### config.mk
export PLATFORM = sky130hd
export DESIGN_NAME = hlcp_sync_filt
export DESIGN_NICKNAME = d
export VERILOG_FILES = /design/src/rtl/hlcp_pkg.sv /design/src/rtl/hlcp_glitch_filt.sv /design/src/rtl/hlcp_sync_filt.sv
export SDC_FILE = /design/constraint.sdc
export NUM_CORES = 1
export LEC_CHECK = 0
export ABC_CLOCK_PERIOD_IN_PS = 1500
export BUFFER_PORTS_ARGS = -buffer_cell sky130_fd_sc_hd__buf_2
export CORE_AREA = 2 2 58 60
export CTS_CLUSTER_SIZE = 8
export DETAILED_ROUTE_END_ITERATION = 8
export DIE_AREA = 0 0 60 62
export HOLD_SLACK_MARGIN = 0.1
export MAX_ROUTING_LAYER = met4
export PLACE_DENSITY = 0.42
export REMOVE_ABC_BUFFERS = 1
export SLEW_MARGIN = 30
export SYNTH_ARGS = -nofsm -noshare
export SYNTH_HDL_FRONTEND = slang
export SYNTH_SLANG_ARGS = --single-unit
### constraint.sdc
create_clock -name sys_clk -period 1.5 [get_ports sys_clk]
set_input_delay 0.15 -clock sys_clk [delete_from_list [all_inputs] [get_ports sys_clk]]
set_output_delay 0.15 -clock sys_clk [all_outputs]
set_load 0.01 [all_outputs]
### src/rtl/hlcp_pkg.sv
// Shared HLCP constants: synchronizer depth limits, channel indices and default filter width.
package hlcp_pkg;

   localparam int unsigned HLCP_SYNC_STAGES_MIN = 2;
   localparam int unsigned HLCP_SYNC_STAGES_MAX = 4;

   localparam int unsigned HLCP_CH_SCL = 0;
   localparam int unsigned HLCP_CH_SDA = 1;

   localparam int unsigned HLCP_FILT_W = 4;

endpackage

### src/rtl/hlcp_glitch_filt.sv
// One-channel glitch filter: output follows the synchronized sample only after it has
// differed for filt_len+1 consecutive cycles. Edge pulse registers exist with HLCP_SYNC_EDGE_EN.
module hlcp_glitch_filt #(
   parameter int unsigned FILT_W  = 4,
   parameter logic        RST_VAL = 1'b1
) (
   input  logic              sys_clk,
   input  logic              sys_resetb,
   input  logic              filt_en,
   input  logic [FILT_W-1:0] filt_len,
   input  logic              s,
   output logic              dout
`ifdef HLCP_SYNC_EDGE_EN
   ,
   output logic              dout_rise,
   output logic              dout_fall
`endif
);

   logic [FILT_W-1:0] cnt_q, cnt_d;
   logic              dout_q, dout_d;

   // The >= compare lets a lowered filt_len take effect on the next differing sample.
   always_comb begin
      dout_d = dout_q;
      cnt_d  = cnt_q;
      if (!filt_en) begin
         dout_d = s;
         cnt_d  = '0;
      end else if (s == dout_q) begin
         cnt_d = '0;
      end else if (cnt_q >= filt_len) begin
         dout_d = s;
         cnt_d  = '0;
      end else begin
         cnt_d = cnt_q + 1'b1;
      end
   end

   always_ff @(posedge sys_clk or negedge sys_resetb) begin
      if (!sys_resetb) begin
         cnt_q  <= '0;
         dout_q <= RST_VAL;
      end else begin
         cnt_q  <= cnt_d;
         dout_q <= dout_d;
      end
   end

   assign dout = dout_q;

`ifdef HLCP_SYNC_EDGE_EN
   logic rise_q, fall_q;

   always_ff @(posedge sys_clk or negedge sys_resetb) begin
      if (!sys_resetb) begin
         rise_q <= 1'b0;
         fall_q <= 1'b0;
      end else begin
         rise_q <= dout_d & ~dout_q;
         fall_q <= ~dout_d & dout_q;
      end
   end

   assign dout_rise = rise_q;
   assign dout_fall = fall_q;
`endif

endmodule

### src/rtl/hlcp_sync_filt.sv
// Multi-channel HLCP input conditioner: per-channel synchronizer chain feeding a glitch filter.
// Optional dout_rise/dout_fall edge pulses are built when HLCP_SYNC_EDGE_EN is defined.
module hlcp_sync_filt
   import hlcp_pkg::*;
#(
   parameter int unsigned       CH_NUM      = 2,
   parameter int unsigned       SYNC_STAGES = 2,
   parameter int unsigned       FILT_W      = HLCP_FILT_W,
   parameter logic [CH_NUM-1:0] RST_VAL     = {CH_NUM{1'b1}}
) (
   input  logic              sys_clk,
   input  logic              sys_resetb,
   input  logic              filt_en,
   input  logic [FILT_W-1:0] filt_len,
   input  logic [CH_NUM-1:0] din,
   output logic [CH_NUM-1:0] dout
`ifdef HLCP_SYNC_EDGE_EN
   ,
   output logic [CH_NUM-1:0] dout_rise,
   output logic [CH_NUM-1:0] dout_fall
`endif
);

   if (SYNC_STAGES < HLCP_SYNC_STAGES_MIN || SYNC_STAGES > HLCP_SYNC_STAGES_MAX) begin : g_bad_stages
      $error("hlcp_sync_filt: SYNC_STAGES must be in 2..4");
   end

   // Stage 0 captures the pad; the last stage is the filter sample.
   logic [SYNC_STAGES-1:0][CH_NUM-1:0] sync_q;
   logic [CH_NUM-1:0]                  s;

   always_ff @(posedge sys_clk or negedge sys_resetb) begin
      if (!sys_resetb) begin
         sync_q <= {SYNC_STAGES{RST_VAL}};
      end else begin
         sync_q <= {sync_q[SYNC_STAGES-2:0], din};
      end
   end

   assign s = sync_q[SYNC_STAGES-1];

   for (genvar c = 0; c < CH_NUM; c++) begin : g_ch
      hlcp_glitch_filt #(
         .FILT_W  (FILT_W),
         .RST_VAL (RST_VAL[c])
      ) u_filt (
         .sys_clk    (sys_clk),
         .sys_resetb (sys_resetb),
         .filt_en    (filt_en),
         .filt_len   (filt_len),
         .s          (s[c]),
         .dout       (dout[c])
`ifdef HLCP_SYNC_EDGE_EN
         ,
         .dout_rise  (dout_rise[c]),
         .dout_fall  (dout_fall[c])
`endif
      );
   end

endmodule
==> results of run 1 <==
[power by group]
part	internal [mW]	leakage (nW)	total, mW	switching, mW
clock	0.0927	0.0138	0.196	0.104
combinational	0.0719	0.257	0.143	0.0714
sequential	0.409	0.173	0.423	0.0142
total	0.574	0.444	0.763	0.189
[cell type report]
| cell class | instances | area [sq um] | share of cell area, % |
|---|---|---|---|
| multi-input combinational | 40 | 361.6 | 38.33 |
| sequential | 14 | 357.8 | 37.93 |
| inverter | 7 | 26.28 | 2.785 |
| timing repair buffer | 18 | 117.6 | 12.47 |
| tap | 46 | 57.56 | 6.101 |
| clock buffer | 3 | 22.52 | 2.387 |
[critical path, cell delays in order, from the launching register on]
cell	delay [ns]
dfrtp_1	0.41
ha_1	0.28
o211ai_1	0.23
o211ai_1	0.13
mux2_4	0.31
[layout by cell type (no fill, tap or decap), types with 3 or more instances in the layout]
cell type       n
buf_2          10
buf_4           5
clkbuf_4        3
dfrtp_1         8
dfstp_2         6
dlygate4sd3_1   3
ha_1            9
inv_1           7
nor2_1          8
o211ai_1        4
xor2_1          4
[sequential cells by signal, summed over array words and instances, names as in the netlist]
signal	count
g_ch.u_filt.cnt_q	8
s	2
g_ch.u_filt.dout	2
sync_q	2
[worst max path at each step]
stage               depth (start not counted)                   to
floorplan                                   5  g_ch[1].u_filt.dout
global placement                            5  g_ch[1].u_filt.dout
detailed placement                          5  g_ch[1].u_filt.dout
CTS                                         5  g_ch[1].u_filt.dout
global route                                5  g_ch[0].u_filt.dout
finish                                      4  g_ch[0].u_filt.dout
[cell families after synthesis]
logic type | Yosys count
xor+xnor | 6
simple gates | 16
compound gates | 6
fa+ha+maj | 10
buf+inv | 9
flops | 14
mux | 2
[timing repair]
action / 4_1_cts / 5_1_grt
setup buffers: 0 / 4
endpoints found under the setup margin: 0 / 7
endpoints found under the hold margin: 16 / 0
hold buffers: 3 / 0
resized for setup: 0 / 3
[metal layers]
metal,part of all wire [%],vias to the layer above,wire length (microns)
li1,-,249,-
met1,50,219,606
met2,47,8,566
met3,3.0,0,36
met4,0,0,0
met5,0,-,0
==> results.toml, run 1 <==
[route]
post-route-drc-count = 0
detail_route.vias_per_cell = 3.719
via_count = 476
post_detailed_route_wirelength_per_cell_microns = 9.445
route.final.wire_length_mm = 1.209
detail_route.first_pass.iterations = 4
postRouteAntennaNets = 0
drt-initial-drc-count = 5

[sta]
timing.final.setup_violations = 0
fin_skew_ns = 0.0004152
finalHoldViolations = 0
layout_worst_path_cycle_share_pct = 95.58
holdWs_ns = 0.2983
fmax_ghz = 0.6975
totalNegativeSetupSlack_ns = 0
timing_worst_slew_pin_value_ns = 0.3034
grt_setup_unrepaired = "true"
drv_slew = 0
fin_crit_ns = 1.434
post-route-worst-setup-slack_ns = 0.06625
slew_headroom_pct = 79.77

[cts]
clock_latency_ns = 0.26
tritoncts_clock_tree = "done"
clkTransAtPathRegs_ns = 0.07
cts_buffers = 3
cts_max_path_buffers = 2
htreeDepth = 1
cts.sink_count = 14
clockRootBuffer = "clkbuf_4"

[critical_path]
reg2reg_to = "g_ch[0].u_filt.dout"
critPathKind = "reg -> reg"
rr_startpoint = "g_ch[0].u_filt.cnt_q[1]"
worstPathMaxFanout = 3
worst-r2r-setup-slack_ns = 0.07
endpoint_kind = "flop"
worstRegToRegCells = 4
worstSetupStartpointType = "flop"
data_arrival_at_the_endpoint_of_the_critical_path_ns = 1.63
critical_path.startpoint = "g_ch[0].u_filt.cnt_q[1]"
crit_required_ns = 1.70

[placement]
numPlacedInstances = 118
globalplace.congestion = 0.7620
post-dp-hpwl_microns = 940.9
placement.cell_area_sq_um = 835.8
io_buffer_count = 10
worst_setup_slack_before_clock_tree_synthesis_ns = 0.02405

[logic_synthesis]
synth.top_cell.area_share_pct = 27.21
synthesis.area_sq_um = 735.7
post_synth_and_or_nand_nor_area_fraction_pct = 11.56
synth_xor_xnor_area_share_pct = 7.143
synth_edf_count = 0
ys_async_sr_fraction_pct = 100.0
synth.yosys.seq_area_share_pct = 48.64
leading_post_synthesis_cells_by_instance_count = "ha_1 (10), dfrtp_1 (8), nor2_1 (8), inv_1 (7), dfstp_2 (6)"
synth_area_in_compound_gates_pct = 6.463
synthCells = 63
yosys.area_share.adder_pct = 17.01
ys.warnings.count = 0
mux_share_of_post_synthesis_cell_area_pct = 3.571
most_frequent_cell_after_synthesis = "ha_1"
ys.flop_type = "dfrtp_1"
combinational_family_with_the_most_area_after_synthesis = "adder cells"
synth.distinct_cells = 16
postSynthRegisterBits = 14
synth_area_per_cell_sq_um = 11.68
post_synth_main_area_contributors = "dfrtp_1 (27%), dfstp_2 (21%), ha_1 (17%)"
synth.largest_area_cell = "dfrtp_1"

[floorplan]
core_area_sq_um = 3179
die_area_sq_um = 3720
start_util_pct = 23.14
rows = 21
ios = 11
die_x_microns = 60
die_y_microns = 62

[power]
peakVddDrop_mv = 0.1703
p_leak_nw = 0.4439
post-layout-total-power_mw = 0.7631
power.density_cell_area_nw_per_um2 = 808.8

[global_routing]
gr-total-overflow = 0
global_route.usage.met1_pct = 9.657
groute.usage.overall_pct = 7.672
antenna_found_initial = 0
wire_length_of_the_first_global_routing_pass_mm = 1.966
global_route.usage.met3_pct = 1.242
largest_net_degree_at_the_start_of_global_routing = 15
top_usage_layer = "met2"
via_count_of_the_first_global_routing_pass = 460
global_route_track_usage_on_met2_pct = 10.56

[layout]
final_cell_area_sq_um = 943.4
nNetsFinal = 103
post-route-util_pct = 29.67
final.fill_count = 325
n_antenna_cell = 0
post_route_cells_drive_above_1_share_pct = 36.59
area_delta_synth_final_pct = 28.23
final_cells = 128

[status]
status = "finished clean"

[worst_hold_path]
hold_path_class = "in -> async"

[job]
max_cap_viol_count = 0
(Power assumes the default switching activity.)
==> inputs of run 2 (changes only) <==
--- a/config.mk
+++ b/config.mk
@@ -7,15 +7,15 @@
 export LEC_CHECK = 0
 export ABC_CLOCK_PERIOD_IN_PS = 1500
 export BUFFER_PORTS_ARGS = -buffer_cell sky130_fd_sc_hd__buf_2
-export CORE_AREA = 2 2 58 60
+export CORE_AREA = 2 2 44 46
 export CTS_CLUSTER_SIZE = 8
 export DETAILED_ROUTE_END_ITERATION = 8
-export DIE_AREA = 0 0 60 62
-export HOLD_SLACK_MARGIN = 0.1
+export DIE_AREA = 0 0 46 48
 export MAX_ROUTING_LAYER = met4
-export PLACE_DENSITY = 0.42
+export PLACE_DENSITY = 0.64
 export REMOVE_ABC_BUFFERS = 1
 export SLEW_MARGIN = 30
 export SYNTH_ARGS = -nofsm -noshare
 export SYNTH_HDL_FRONTEND = slang
+export SYNTH_HIERARCHICAL = 1
 export SYNTH_SLANG_ARGS = --single-unit
==> results.toml, run 2 <==
[cts]
cts_max_path_buffers = 2
cts_buffers = 3
htreeDepth = 1
tritoncts_clock_tree = "done"
cts.sink_count = 14
clockRootBuffer = "clkbuf_4"
clkTransAtPathRegs_ns = 0.08
clock_latency_ns = 0.27

[layout]
area_delta_synth_final_pct = 27.49
n_antenna_cell = 0
largest_register = "g_ch.u_filt/cnt_q"
nNetsFinal = 109
post_route_cells_drive_above_1_share_pct = 35.23
final.fill_count = 149
most-common-layout-cells = "inv_1 (10), buf_2 (10), ha_1 (9)"
number_of_flip_flops_under_the_largest_register_name = 8

[global_routing]
via_count_of_the_first_global_routing_pass = 437
groute.usage.overall_pct = 12.90
antenna_found_initial = 0
largest_net_degree_at_the_start_of_global_routing = 15
wire_length_of_the_first_global_routing_pass_mm = 1.842
gr-total-overflow = 0

[sta]
timing_worst_slew_pin_value_ns = 0.3837
fmax_ghz = 0.6865
fin_skew_ns = 0.0005022
post-route-worst-setup-slack_ns = 0.04325
fin_crit_ns = 1.457
drv_slew = 0
timing.final.setup_violations = 0
slew_headroom_pct = 74.39
layout_worst_path_cycle_share_pct = 97.12
finalHoldViolations = 0
totalNegativeSetupSlack_ns = 0

[logic_synthesis]
synthCells = 64
synth.yosys.seq_area_share_pct = 49.14
synth.top_cell.area_share_pct = 27.49
synth.largest_area_cell = "dfrtp_1"
ys_async_sr_fraction_pct = 100.0
ys.warnings.count = 6
ys.flop_type = "dfrtp_1"
synth_area_per_cell_sq_um = 11.38
synth_edf_count = 0
synth.distinct_cells = 14
postSynthRegisterBits = 14
synthesis.area_sq_um = 728.2
leading_post_synthesis_cells_by_instance_count = "ha_1 (10), inv_1 (10), dfrtp_1 (8), nor2_1 (8), dfstp_2 (6)"
post_synth_main_area_contributors = "dfrtp_1 (27%), dfstp_2 (22%), ha_1 (17%)"

[route]
route.final.wire_length_mm = 1.217
post_detailed_route_wirelength_per_cell_microns = 11.59
detail_route.first_pass.iterations = 4
drt-initial-drc-count = 5
detail_route.vias_per_cell = 5.057
via_count = 531
postRouteAntennaNets = 0
post-route-drc-count = 0

[floorplan]
die_y_microns = 48
core_area_sq_um = 1689
ios = 11
rows = 15
start_util_pct = 43.11
die_area_sq_um = 2208
die_x_microns = 46

[critical_path]
critPathTopFamily = "flip-flops"
crit_required_ns = 1.69
worstSetupStartpointType = "flop"
worstPathMaxFanout = 2
critPathKind = "reg -> reg"
critical_path.slowest_cell = "dfrtp_1"
endpoint_kind = "flop"
critical_path_buf_inv_count = 0
critical-path-top-cell-by-count = "o211ai_1"
worst-r2r-setup-slack_ns = 0.04
path_cells = "ha_4 > o211ai_1 > o211ai_1 > mux2_4"
data_arrival_at_the_endpoint_of_the_critical_path_ns = 1.65
max_stage_delay_ns = 0.42

[placement]
globalplace.congestion = 0.7612
worst_setup_slack_before_clock_tree_synthesis_ns = 0.02663
post-dp-hpwl_microns = 883.3
io_buffer_count = 10

[status]
status = "finished clean"

[worst_hold_path]
hold_path_class = "in -> async"

[power]
post-layout-total-power_mw = 0.7706
peakVddDrop_mv = 0.4765
power.density_cell_area_nw_per_um2 = 830.0
p_leak_nw = 0.4728

[job]
max_cap_viol_count = 0
## run 2: changes by cell type in the layout (fill, tap and decap cells not counted), sizes merged
cell / delta
buf: +3
inv: +3
## run 2: path summary, 6_finish.rpt
| check | depth (start not counted) | startpoint | to |
|---|---|---|---|
| setup / recovery | 4 | g_ch[1].u_filt/cnt_q[3] | g_ch[1].u_filt/dout |
| hold / removal | 2 | sys_resetb | g_ch[0].u_filt/cnt_q[3] |
| setup reg to reg | 4 | g_ch[1].u_filt/cnt_q[3] | g_ch[1].u_filt/dout |
| hold reg to reg | 0 | sync_q[1] | s[1] |
| max in group asynchronous | 2 | sys_resetb | g_ch[1].u_filt/dout |
| min in group sys_clk | 0 | sync_q[1] | s[1] |
## run 2: logic make-up after synthesis
| kind of cell | after synthesis | share of synthesized area (%) |
|---|---|---|
| compound gates | 6 | 6.530 |
| xor+xnor | 6 | 7.216 |
| fa+ha+maj | 10 | 17.18 |
| buf+inv | 10 | 5.155 |
| flops | 14 | 49.14 |
| mux | 2 | 3.093 |
| simple gates | 16 | 11.68 |
## run 2: layout make-up
class	count	area, sq um	area share (%)
clock buffer	3	22.52	2.426
timing repair buffer	21	140.1	15.09
sequential	14	357.8	38.54
tap	17	21.27	2.291
inverter	10	37.54	4.043
multi-input combinational	40	349.1	37.60
## run 2: report_power, final
group	switching, mW	internal [mW]	total [mW]
Sequential	0.0152	0.409	0.424
Combinational	0.0703	0.0781	0.148
Clock	0.105	0.0927	0.198
## run 2: what timing repair did
item | CTS | global route
setup buffers | 0 | 7
setup endpoints to repair | 0 | 5
resized for setup | 0 | 3
endpoints found under the hold margin | 10 | 0
hold buffers | 3 | 0
## run 2: metal layers
metal | vias up | wire (microns) | GRT usage [%]
met2 | 9 | 559 | 17.22
li1 | 264 | - | -
met3 | 2 | 40 | 3.396
met1 | 256 | 606 | 16.94
met4 | 0 | 10 | 8.571
met5 | - | 0 | -
## run 2: through the flow
step / area (sq um) / utilization (%) / instances / hold WS, ns
4_1_cts: 859.6 / 50.89 / 98 / 0.2956
3_3_place_gp: 807.0 / 47.78 / 92 / 0.05497
2_1_floorplan: 728.2 / - / 64 / -0.1456
5_1_grt: 928.4 / 54.96 / 105 / 0.3118
3_5_place_dp: 807.0 / 47.78 / 92 / 0.05776
6_report: 928.4 / 54.96 / 105 / 0.2941
## run 2: worst reg2reg max path, stage by stage, from the launching register on
cell      delay, ns
dfrtp_1        0.42
ha_4           0.28
o211ai_1       0.10
o211ai_1       0.26
mux2_4         0.33
